$ cat config.mk
export PLATFORM = sky130hd
export DESIGN_NAME = matrix_result_reader_flat
export DESIGN_NICKNAME = d
export VERILOG_FILES = /design/src/rtl/matrix_result_reader_pkg.sv /design/src/rtl/matrix_result_reader_if.sv /design/src/rtl/matrix_result_reader_mat_index_counter.sv /design/src/rtl/matrix_result_reader.sv /design/src/flat_wrapper.sv
export SDC_FILE = /design/constraint.sdc
export NUM_CORES = 1
export LEC_CHECK = 0
export CORE_MARGIN = 4
export CORE_UTILIZATION = 46
export CTS_CLUSTER_DIAMETER = 30
export DETAILED_ROUTE_END_ITERATION = 12
export PLACE_DENSITY = 0.8
export REMOVE_ABC_BUFFERS = 1
export SKIP_LAST_GASP = 1
export SLEW_MARGIN = 20
export SYNTH_ARGS = -nofsm -noshare
export SYNTH_HDL_FRONTEND = slang
export SYNTH_SLANG_ARGS = --single-unit
$ cat constraint.sdc
create_clock -name clk -period 2.18 [get_ports clk]
set_input_delay 0.654 -clock clk [delete_from_list [all_inputs] [get_ports clk]]
set_output_delay 0.654 -clock clk [all_outputs]
set_load 0.05 [all_outputs]
$ cat src/rtl/matrix_result_reader_pkg.sv
// Shared constants, reader state encoding and elaboration helpers for the
// matrix inverse engine result reader.
package matrix_result_reader_pkg;

  localparam int MAT_N        = 5;
  localparam int MAT_DATA_W   = 32;
  localparam int MAT_ADDR_W   = 5;
  localparam int MAT_NUM_ELEM = MAT_N * MAT_N;
  localparam int MAT_READ_LAT = 1;

  typedef enum logic [1:0] {
    IDLE    = 2'd0,
    WAIT    = 2'd1,
    PRESENT = 2'd2,
    DONE    = 2'd3
  } rd_state_t;

  // Width of a down-counter that must hold the value lat (never zero bits).
  function automatic int lat_cnt_width(input int lat);
    return (lat < 2) ? 1 : $clog2(lat + 1);
  endfunction

endpackage

$ cat src/rtl/matrix_result_reader_if.sv
// Engine read port plus element stream of the matrix result reader; the
// master modport is the reader, the slave modport is engine + consumer side.
interface matrix_result_reader_if #(
  parameter int DATA_W = matrix_result_reader_pkg::MAT_DATA_W,
  parameter int ADDR_W = matrix_result_reader_pkg::MAT_ADDR_W
);

  logic              start;
  logic              abort;
  logic              busy;
  logic              done;
  logic [ADDR_W-1:0] address;
  logic [DATA_W-1:0] data_in;
  logic [DATA_W-1:0] elem_data;
  logic [2:0]        elem_row;
  logic [2:0]        elem_col;
  logic              elem_last;
  logic              elem_valid;
  logic              elem_ready;

  modport master (
    input  start, abort, data_in, elem_ready,
    output busy, done, address, elem_data, elem_row, elem_col, elem_last, elem_valid
  );

  modport slave (
    output start, abort, data_in, elem_ready,
    input  busy, done, address, elem_data, elem_row, elem_col, elem_last, elem_valid
  );

endinterface

$ cat src/rtl/matrix_result_reader_mat_index_counter.sv
// Row/column/linear-address walker over an N x N matrix; address tracks
// row*N+col purely by incrementing, so no multiplier or divider is needed.
module matrix_result_reader_mat_index_counter #(
  parameter int N      = matrix_result_reader_pkg::MAT_N,
  parameter int ADDR_W = matrix_result_reader_pkg::MAT_ADDR_W
) (
  input  logic              clk,
  input  logic              reset,
  input  logic              i_clr,
  input  logic              i_inc,
  output logic [2:0]        o_row,
  output logic [2:0]        o_col,
  output logic [ADDR_W-1:0] o_addr,
  output logic              o_last
);

  localparam logic [2:0]        COL_MAX  = 3'(N - 1);
  localparam logic [ADDR_W-1:0] ADDR_MAX = ADDR_W'(N * N - 1);

  logic [2:0]        r_row;
  logic [2:0]        r_col;
  logic [ADDR_W-1:0] r_addr;

  always_ff @(posedge clk or negedge reset) begin
    if (!reset) begin
      r_row  <= '0;
      r_col  <= '0;
      r_addr <= '0;
    end else if (i_clr) begin
      r_row  <= '0;
      r_col  <= '0;
      r_addr <= '0;
    end else if (i_inc) begin
      if (r_col == COL_MAX) begin
        r_col <= '0;
        r_row <= r_row + 3'd1;
      end else begin
        r_col <= r_col + 3'd1;
      end
      r_addr <= r_addr + {{(ADDR_W-1){1'b0}}, 1'b1};
    end
  end

  assign o_row  = r_row;
  assign o_col  = r_col;
  assign o_addr = r_addr;
  assign o_last = (r_addr == ADDR_MAX);

endmodule

$ cat src/rtl/matrix_result_reader.sv
// Read-side initiator for the matrix inverse engine: walks every result address,
// waits out the read latency and hands each element downstream as a tagged stream.
module matrix_result_reader
  import matrix_result_reader_pkg::*;
#(
  parameter int N        = MAT_N,
  parameter int DATA_W   = MAT_DATA_W,
  parameter int ADDR_W   = MAT_ADDR_W,
  parameter int READ_LAT = MAT_READ_LAT
) (
  input  logic                  clk,
  input  logic                  reset,
  matrix_result_reader_if.master bus
);

  localparam int               LAT_W    = lat_cnt_width(READ_LAT);
  localparam logic [LAT_W-1:0] LAT_INIT = LAT_W'(READ_LAT);

  rd_state_t         r_state;
  rd_state_t         w_state_nxt;
  logic [LAT_W-1:0]  r_lat_cnt;
  logic [DATA_W-1:0] r_elem_data;
  logic [2:0]        r_elem_row;
  logic [2:0]        r_elem_col;
  logic              r_elem_last;
  logic              r_elem_valid;

  logic              w_cnt_clr;
  logic              w_cnt_inc;
  logic              w_lat_load;
  logic              w_capture;
  logic              w_accept;
  logic [2:0]        w_row;
  logic [2:0]        w_col;
  logic [ADDR_W-1:0] w_addr;
  logic              w_last;

  matrix_result_reader_mat_index_counter #(
    .N      (N),
    .ADDR_W (ADDR_W)
  ) u_idx (
    .clk    (clk),
    .reset  (reset),
    .i_clr  (w_cnt_clr),
    .i_inc  (w_cnt_inc),
    .o_row  (w_row),
    .o_col  (w_col),
    .o_addr (w_addr),
    .o_last (w_last)
  );

  always_ff @(posedge clk or negedge reset) begin
    if (!reset) r_state <= IDLE;
    else        r_state <= w_state_nxt;
  end

  // abort overrides everything, including a handshake in the same cycle
  always_comb begin
    w_state_nxt = r_state;
    w_cnt_clr   = 1'b0;
    w_cnt_inc   = 1'b0;
    w_lat_load  = 1'b0;
    w_capture   = 1'b0;
    w_accept    = 1'b0;
    if (bus.abort) begin
      w_state_nxt = IDLE;
      w_cnt_clr   = 1'b1;
    end else begin
      case (r_state)
        IDLE: begin
          if (bus.start) begin
            w_cnt_clr   = 1'b1;
            w_lat_load  = 1'b1;
            w_state_nxt = WAIT;
          end
        end
        WAIT: begin
          if (r_lat_cnt == '0) begin
            w_capture   = 1'b1;
            w_state_nxt = PRESENT;
          end
        end
        PRESENT: begin
          if (bus.elem_ready) begin
            w_accept = 1'b1;
            if (r_elem_last) begin
              w_state_nxt = DONE;
            end else begin
              w_cnt_inc   = 1'b1;
              w_lat_load  = 1'b1;
              w_state_nxt = WAIT;
            end
          end
        end
        DONE: begin
          w_cnt_clr   = 1'b1;
          w_state_nxt = IDLE;
        end
        default: w_state_nxt = IDLE;
      endcase
    end
  end

  always_ff @(posedge clk or negedge reset) begin
    if (!reset) begin
      r_lat_cnt <= '0;
    end else if (w_lat_load) begin
      r_lat_cnt <= LAT_INIT;
    end else if ((r_state == WAIT) && (r_lat_cnt != '0)) begin
      r_lat_cnt <= r_lat_cnt - 1'b1;
    end
  end

  // Output capture register: holds the element stable for any stall length
  always_ff @(posedge clk or negedge reset) begin
    if (!reset) begin
      r_elem_data  <= '0;
      r_elem_row   <= '0;
      r_elem_col   <= '0;
      r_elem_last  <= 1'b0;
      r_elem_valid <= 1'b0;
    end else if (w_capture) begin
      r_elem_data  <= bus.data_in;
      r_elem_row   <= w_row;
      r_elem_col   <= w_col;
      r_elem_last  <= w_last;
      r_elem_valid <= 1'b1;
    end else if (w_accept || bus.abort) begin
      r_elem_valid <= 1'b0;
    end
  end

  assign bus.busy       = (r_state != IDLE);
  assign bus.done       = (r_state == DONE);
  assign bus.address    = w_addr;
  assign bus.elem_data  = r_elem_data;
  assign bus.elem_row   = r_elem_row;
  assign bus.elem_col   = r_elem_col;
  assign bus.elem_last  = r_elem_last;
  assign bus.elem_valid = r_elem_valid;

endmodule

$ cat src/flat_wrapper.sv
// flat-port wrapper written by rule: the top's interface ports become plain ports
module matrix_result_reader_flat import matrix_result_reader_pkg::*;
#(
  parameter int N        = MAT_N,
  parameter int DATA_W   = MAT_DATA_W,
  parameter int ADDR_W   = MAT_ADDR_W,
  parameter int READ_LAT = MAT_READ_LAT
)
  (clk, reset, bus_start, bus_abort, bus_data_in, bus_elem_ready, bus_busy, bus_done, bus_address, bus_elem_data, bus_elem_row, bus_elem_col, bus_elem_last, bus_elem_valid);
  matrix_result_reader_if #(.DATA_W(DATA_W), .ADDR_W(ADDR_W)) bus_i ();
  input  logic clk;
  input  logic reset;
  input wire logic [$bits(bus_i.start)-1:0] bus_start;
  input wire logic [$bits(bus_i.abort)-1:0] bus_abort;
  input wire logic [$bits(bus_i.data_in)-1:0] bus_data_in;
  input wire logic [$bits(bus_i.elem_ready)-1:0] bus_elem_ready;
  output wire logic [$bits(bus_i.busy)-1:0] bus_busy;
  output wire logic [$bits(bus_i.done)-1:0] bus_done;
  output wire logic [$bits(bus_i.address)-1:0] bus_address;
  output wire logic [$bits(bus_i.elem_data)-1:0] bus_elem_data;
  output wire logic [$bits(bus_i.elem_row)-1:0] bus_elem_row;
  output wire logic [$bits(bus_i.elem_col)-1:0] bus_elem_col;
  output wire logic [$bits(bus_i.elem_last)-1:0] bus_elem_last;
  output wire logic [$bits(bus_i.elem_valid)-1:0] bus_elem_valid;
  assign bus_i.start = bus_start;
  assign bus_i.abort = bus_abort;
  assign bus_i.data_in = bus_data_in;
  assign bus_i.elem_ready = bus_elem_ready;
  assign bus_busy = bus_i.busy;
  assign bus_done = bus_i.done;
  assign bus_address = bus_i.address;
  assign bus_elem_data = bus_i.elem_data;
  assign bus_elem_row = bus_i.elem_row;
  assign bus_elem_col = bus_i.elem_col;
  assign bus_elem_last = bus_i.elem_last;
  assign bus_elem_valid = bus_i.elem_valid;
  matrix_result_reader #(.N(N), .DATA_W(DATA_W), .ADDR_W(ADDR_W), .READ_LAT(READ_LAT)) u_core (.clk(clk), .reset(reset), .bus(bus_i));
endmodule
==> After elaboration in Yosys (flattened, before gate mapping) <==
Cells that the tools add are included.
{ "totals": {"regBits": 54, "in_bits": 37} }
{ "op_classes": {"add_sub_neg": 4, "eq_ne": 8, "n_mux": 33, "n_reduce_logical": 10} }
{ "op_table": {"columns": ["operator", "count"], "rows": [
  ["$mux W3", 6],
  ["$mux W1", 17],
  ["$mux W2", 5],
  ["$mux W5", 2],
  ["$reduce_bool A2 Y1", 5],
  ["$ne A3 B3 Y1 const B", 3],
  ["$pmux W2 S4", 1],
  ["$add A3 B1 Y3 const B", 2],
  ["$add A5 B1 Y5 const B", 1],
  ["$eq A5 B5 Y1 const B", 1],
  ["$eq A2 B2 Y1 const B", 2],
  ["$pmux W1 S2", 2],
  ["$eq A3 B3 Y1 const B", 1],
  ["$reduce_and A3 Y1", 1],
  ["$eq A2 B1 Y1 const B", 1],
  ["$logic_not A2 Y1", 1],
  ["$reduce_and A2 Y1", 1],
  ["$logic_and A1 B1 Y1", 1],
  ["$logic_or A1 B1 Y1", 1],
  ["$sub A1 B1 Y1 const B", 1]
]} }

==> Longest topological paths before layout <==
{ "logic_depth": {"depth_word": 6, "ltp_mapped": 6, "ltp_nobuf": 5} }

==> Hierarchy <==
A second synthesis with hierarchy kept.
{ "unflattened": {"hier_cells": 170, "area_unflattened_um2": 2521.2} }
{ "by_module_without_submodules": {"columns": ["module", "instances", "cells_each", "area_each_um2", "seq_area_each_um2"], "rows": [
  ["matrix_result_reader", 1, 117, 1958.1, 1076.0],
  ["matrix_result_reader_mat_index_counter", 1, 53, 563.0, 275.3]
]} }

==> Worst setup path after synthesis <==
OpenSTA, ideal clock, no wires.
{ "synth_path": {"kind": "register to register", "from": "reg u_core.r_state[0]", "to": "reg u_core.u_idx.r_addr[2], in the netlist u_core.u_idx.o_addr[2]", "setup_ns": 0.141, "arrival_ns": 1.474, "required_ns": 2.039, "setup_slack_ns": 0.565, "path_stages_with_launch": 5, "path_cell_list": "dfrtp_1 ha_1 a21oi_1 o21ai_1 nor2_1"} }
{ "synth_via": {"elab_chain_cells": 4, "word_cells_on_any_way": 9} }
{ "synth_lines": {"columns": ["item", "line_no", "source"], "rows": [
  ["start, declared", "matrix_result_reader.sv:19", "rd_state_t r_state;"],
  ["start signal, assigned", "matrix_result_reader.sv:54", "else r_state <= w_state_nxt;"],
  ["$eq A2 B2 Y1 *", null, null],
  ["named net bus_done", "flat_wrapper.sv:18", "output wire logic [$bits(bus_i.done)-1:0] bus_done;"],
  ["$pmux W1 S2 *", "matrix_result_reader.sv:69", "case (r_state)"],
  ["$mux W1 *", "matrix_result_reader.sv:65", "if (bus.abort) begin"],
  ["$mux W5 / $reduce_bool A2 Y1 (equally long branches)", null, null],
  ["end signal, assigned", "matrix_result_reader_mat_index_counter.sv:40", "r_addr <= r_addr + {{(ADDR_W-1){1'b0}}, 1'b1};"],
  ["end, declared", "matrix_result_reader_mat_index_counter.sv:22", "logic [ADDR_W-1:0] r_addr;"]
]} }
The timed path passes the listed nets; every way through them passes the cells marked *.
A chain may end at the register's enable or synchronous reset.

==> Worst setup path after layout <==
{ "layout_path": {"from": "reg u_core.r_elem_data[6], in the netlist u_core.bus.elem_data[6]", "to": "out bus_elem_data[6]"} }
{ "layout_rtl": {"columns": ["item", "line_no", "source"], "rows": [
  ["start, declared", "matrix_result_reader.sv:22", "logic [DATA_W-1:0] r_elem_data;"],
  ["start signal, assigned", "matrix_result_reader.sv:123", "r_elem_data <= bus.data_in;"],
  ["end, declared", "flat_wrapper.sv:20", "output wire logic [$bits(bus_i.elem_data)-1:0] bus_elem_data;"]
]} }
No word-level cell between the ends.

==> flow_metrics.tcl <==
set metrics [dict create \
    status "finished clean" \
    core_sq_mm 0.005205 \
    relSlewSlack 0.6400 \
    worstSkewPairLatency_ns 0.31 \
    fp.dieArea_sq_mm 0.006729 \
    p_clk_frac 0.114 \
    hold_viol 0 \
    cp_cell_sequence "clkdlybuf4s50_1" \
    crit_buf_inv 1 \
    grt_max_degree 22 \
    synth_edf_count 0 \
    yosysTopAreaCell "dfrtp_1" \
    die_h_microns 82.03 \
    gp_congestion 0.7451 \
    drc 0 \
    clkTransAtPathRegs_ns 0.10 \
    fin_cells 343 \
    synth_compound_area_frac 0.05608 \
    ant_nets 0 \
    cts_sinks 54 \
    finClkSkew_ns 0.006692 \
    hp-class "primary input to asynchronous set/reset pin" \
    cts.htree.levels 2 \
    tritoncts "yes" \
    ys_seq_area_frac 0.5360 \
    drv_slew 0 \
    critPathMaxFanout 2 \
    grt_pass1_vias 1764 \
    yosysTopAreaCellShare 0.5360 \
    switching_power_uw 2222 \
    drt_pre_antenna_iters 4 \
    cts_hold_buffers 0 \
    worst-setup-path-type "flop to output pin" \
    yosys_most_used_dff "dfrtp_1" \
    synth_mux_area_frac 0.2362 \
    totalPowerFinal_uw 4963 \
    ys_top_cells_by_area "dfrtp_1 (54%), mux2_4 (23%), ha_1 (5.0%)" \
    crit_path_end_kind "output pin" \
    synthArstFlopShare 1.000 \
    start_util 0.4844 \
    cts-resized-gates 1 \
    grt_remaining_overflow 0 \
    yosys_warnings 0 \
    gr-usage-all-layers 0.1662 \
    mostFrequentLayoutCells "dfrtp_1 (54), clkdlybuf4s50_1 (44), mux2_4 (39)" \
    ios 84 \
    setup_violations 0 \
    critical-path-top-delay-family "buffers and inverters" \
    synthSimpleGateAreaFrac 0.07543 \
    intPower_uw 2741 \
    worstPathArrival_ns 1.48 \
    clockRootBuffer "clkbuf_8" \
    grt_first_pass_wirelength_mm 8.521 \
    antenna_cells 0 \
    num_rows 26 \
    place_ws_ns 0.08496 \
    period_share 0.9797 \
    holdWs_ns 0.3030 \
    final_nets 319 \
    pwr-share-comb 0.573 \
    area_delta_synth_final_pct 42.48 \
    synth_area_sq_mm 0.002521 \
    cap_viol_max_count 0 \
    start_kind "flop" \
    fill_cells 377 \
    setup_ws_ns 0.04427 \
    antenna_found_initial 0 \
    synth.distinct_cells 35 \
    portBuffers 83 \
    drtIter0Drc 40 \
    cellPowerDensity_mw_per_mm2 1382 \
    worstPathRequired_ns 1.53 \
    ys_ff_latch 54 \
    tns_ns 0 \
    p_sw_frac 0.4477 \
    slowest_delay_ns 0.81 \
    peakVddDrop_v 0.0006945 \
    post-route-min-period_ns 2.136 \
    wire_per_inst_microns 16.62 \
    dp.final_hpwl_mm 4.173 \
    pwr-share-seq 0.313 \
    via_per_inst 4.942 \
    crit_slowest_cell "clkdlybuf4s50_1" \
    num_vias 1695 \
    totalWireLength_mm 5.702 \
    worst_pin_slew_ns 0.5391 \
    clock.fmax_mhz 468.2 \
    final_common_cell "dfrtp_1" \
    avgSynthCellArea_sq_um 14.01 \
    fp.dieW_microns 82.03 \
    synth_top_family_by_area "multiplexers" \
    placed_cells 335 \
    drive_gt1_frac 0.2894 \
    cts_buffers 5 \
    postCtsSetupBuffers 0 \
    synthAdderAreaFrac 0.04963 \
    cts_buffer_depth 2 \
    synth_xor_area_frac 0.003474 \
    leakage_uw 0.001836 \
    synthCells 180 \
]
==> registers in the layout, summed over array words and instances (netlist names) <==
register,flops
u_core.bus.elem_data,32
u_core.bus.elem_last,1
u_core.bus.elem_valid,1
u_core.bus.elem_col,3
u_core.u_idx.o_row,3
u_core.u_idx.o_col,3
u_core.bus.elem_row,3
u_core.r_state,2
u_core.u_idx.o_addr,5
u_core.r_lat_cnt,1
==> power by group through the flow <==
| stage | logic (uW) | registers [uW] | clock network (uW) |
|---|---|---|---|
| after floorplan | 831 | 2640 | 0 |
| after global placement | 2840 | 1560 | 0 |
| after detailed placement | 2880 | 1570 | 0 |
| after CTS | 2880 | 1550 | 596 |
| after global routing | 2960 | 1590 | 640 |
| final | 2840 | 1550 | 566 |
==> routing by layer <==
metal / global-route usage / up-vias / share of wire
met1: 0.2158 / 826 / 0.43
li1: - / 810 / -
met4: 0.03987 / 0 / 0.0051
met5: 0 / - / 0
met2: 0.2787 / 55 / 0.49
met3: 0.04167 / 4 / 0.070
==> logic make-up after synthesis <==
logic type / count (synthesis)
adder cells (fa/ha/maj): 10
buffers and inverters: 17
AO/OA/AOI/OAI: 25
flip-flops: 54
multiplexers: 40
AND/OR/NAND/NOR: 33
XOR/XNOR: 1
==> layout make-up <==
type,count,area [sq um],share of cell area
Tap cell,70,87.58,0.02438
Inverter,10,37.54,0.01045
Clock inverter,3,25.02,0.006966
Clock buffer,5,68.82,0.01916
Sequential cell,54,1351,0.3762
Timing Repair Buffer,92,959.7,0.2672
Multi-Input combinational cell,109,1062,0.2957
==> metrics by stage <==
step / cell area (sq um) / util
finish: 3592 / 0.6901
global route: 3592 / 0.6901
CTS: 3537 / 0.6796
detailed placement: 3445 / 0.6618
global placement: 3445 / 0.6618
floorplan: 2450 / -
==> cell usage after synthesis, drive strengths merged, types with 2 or more instances <==
cell type	instances
nor2	3
o21ai	7
nand4b	2
nand2	10
inv	10
nand3	4
buf	6
dfrtp	54
or3	3
a21oi	12
mux2	39
nand3b	2
ha	10
==> worst paths after layout <==
path	end	depth (start not counted)	start	slack, ns
worst max-delay path	bus_elem_data[6]	1	u_core.bus.elem_data[6]$_DFFE_PN0P_	0.04
worst min-delay path	u_core.bus.elem_data[30]$_DFFE_PN0P_	1	reset	0.30
worst max register to register	u_core.u_idx.o_addr[3]$_DFFE_PN0P_	5	u_core.r_state[0]$_DFFE_PN0P_	0.38
worst min register to register	u_core.bus.elem_data[23]$_DFFE_PN0P_	1	u_core.bus.elem_data[23]$_DFFE_PN0P_	0.52
max in group asynchronous	u_core.bus.elem_data[26]$_DFFE_PN0P_	2	reset	1.32
min in group clk	u_core.bus.elem_data[23]$_DFFE_PN0P_	1	u_core.bus.elem_data[23]$_DFFE_PN0P_	0.52
No activity file was read; power rests on OpenSTA's default activity.
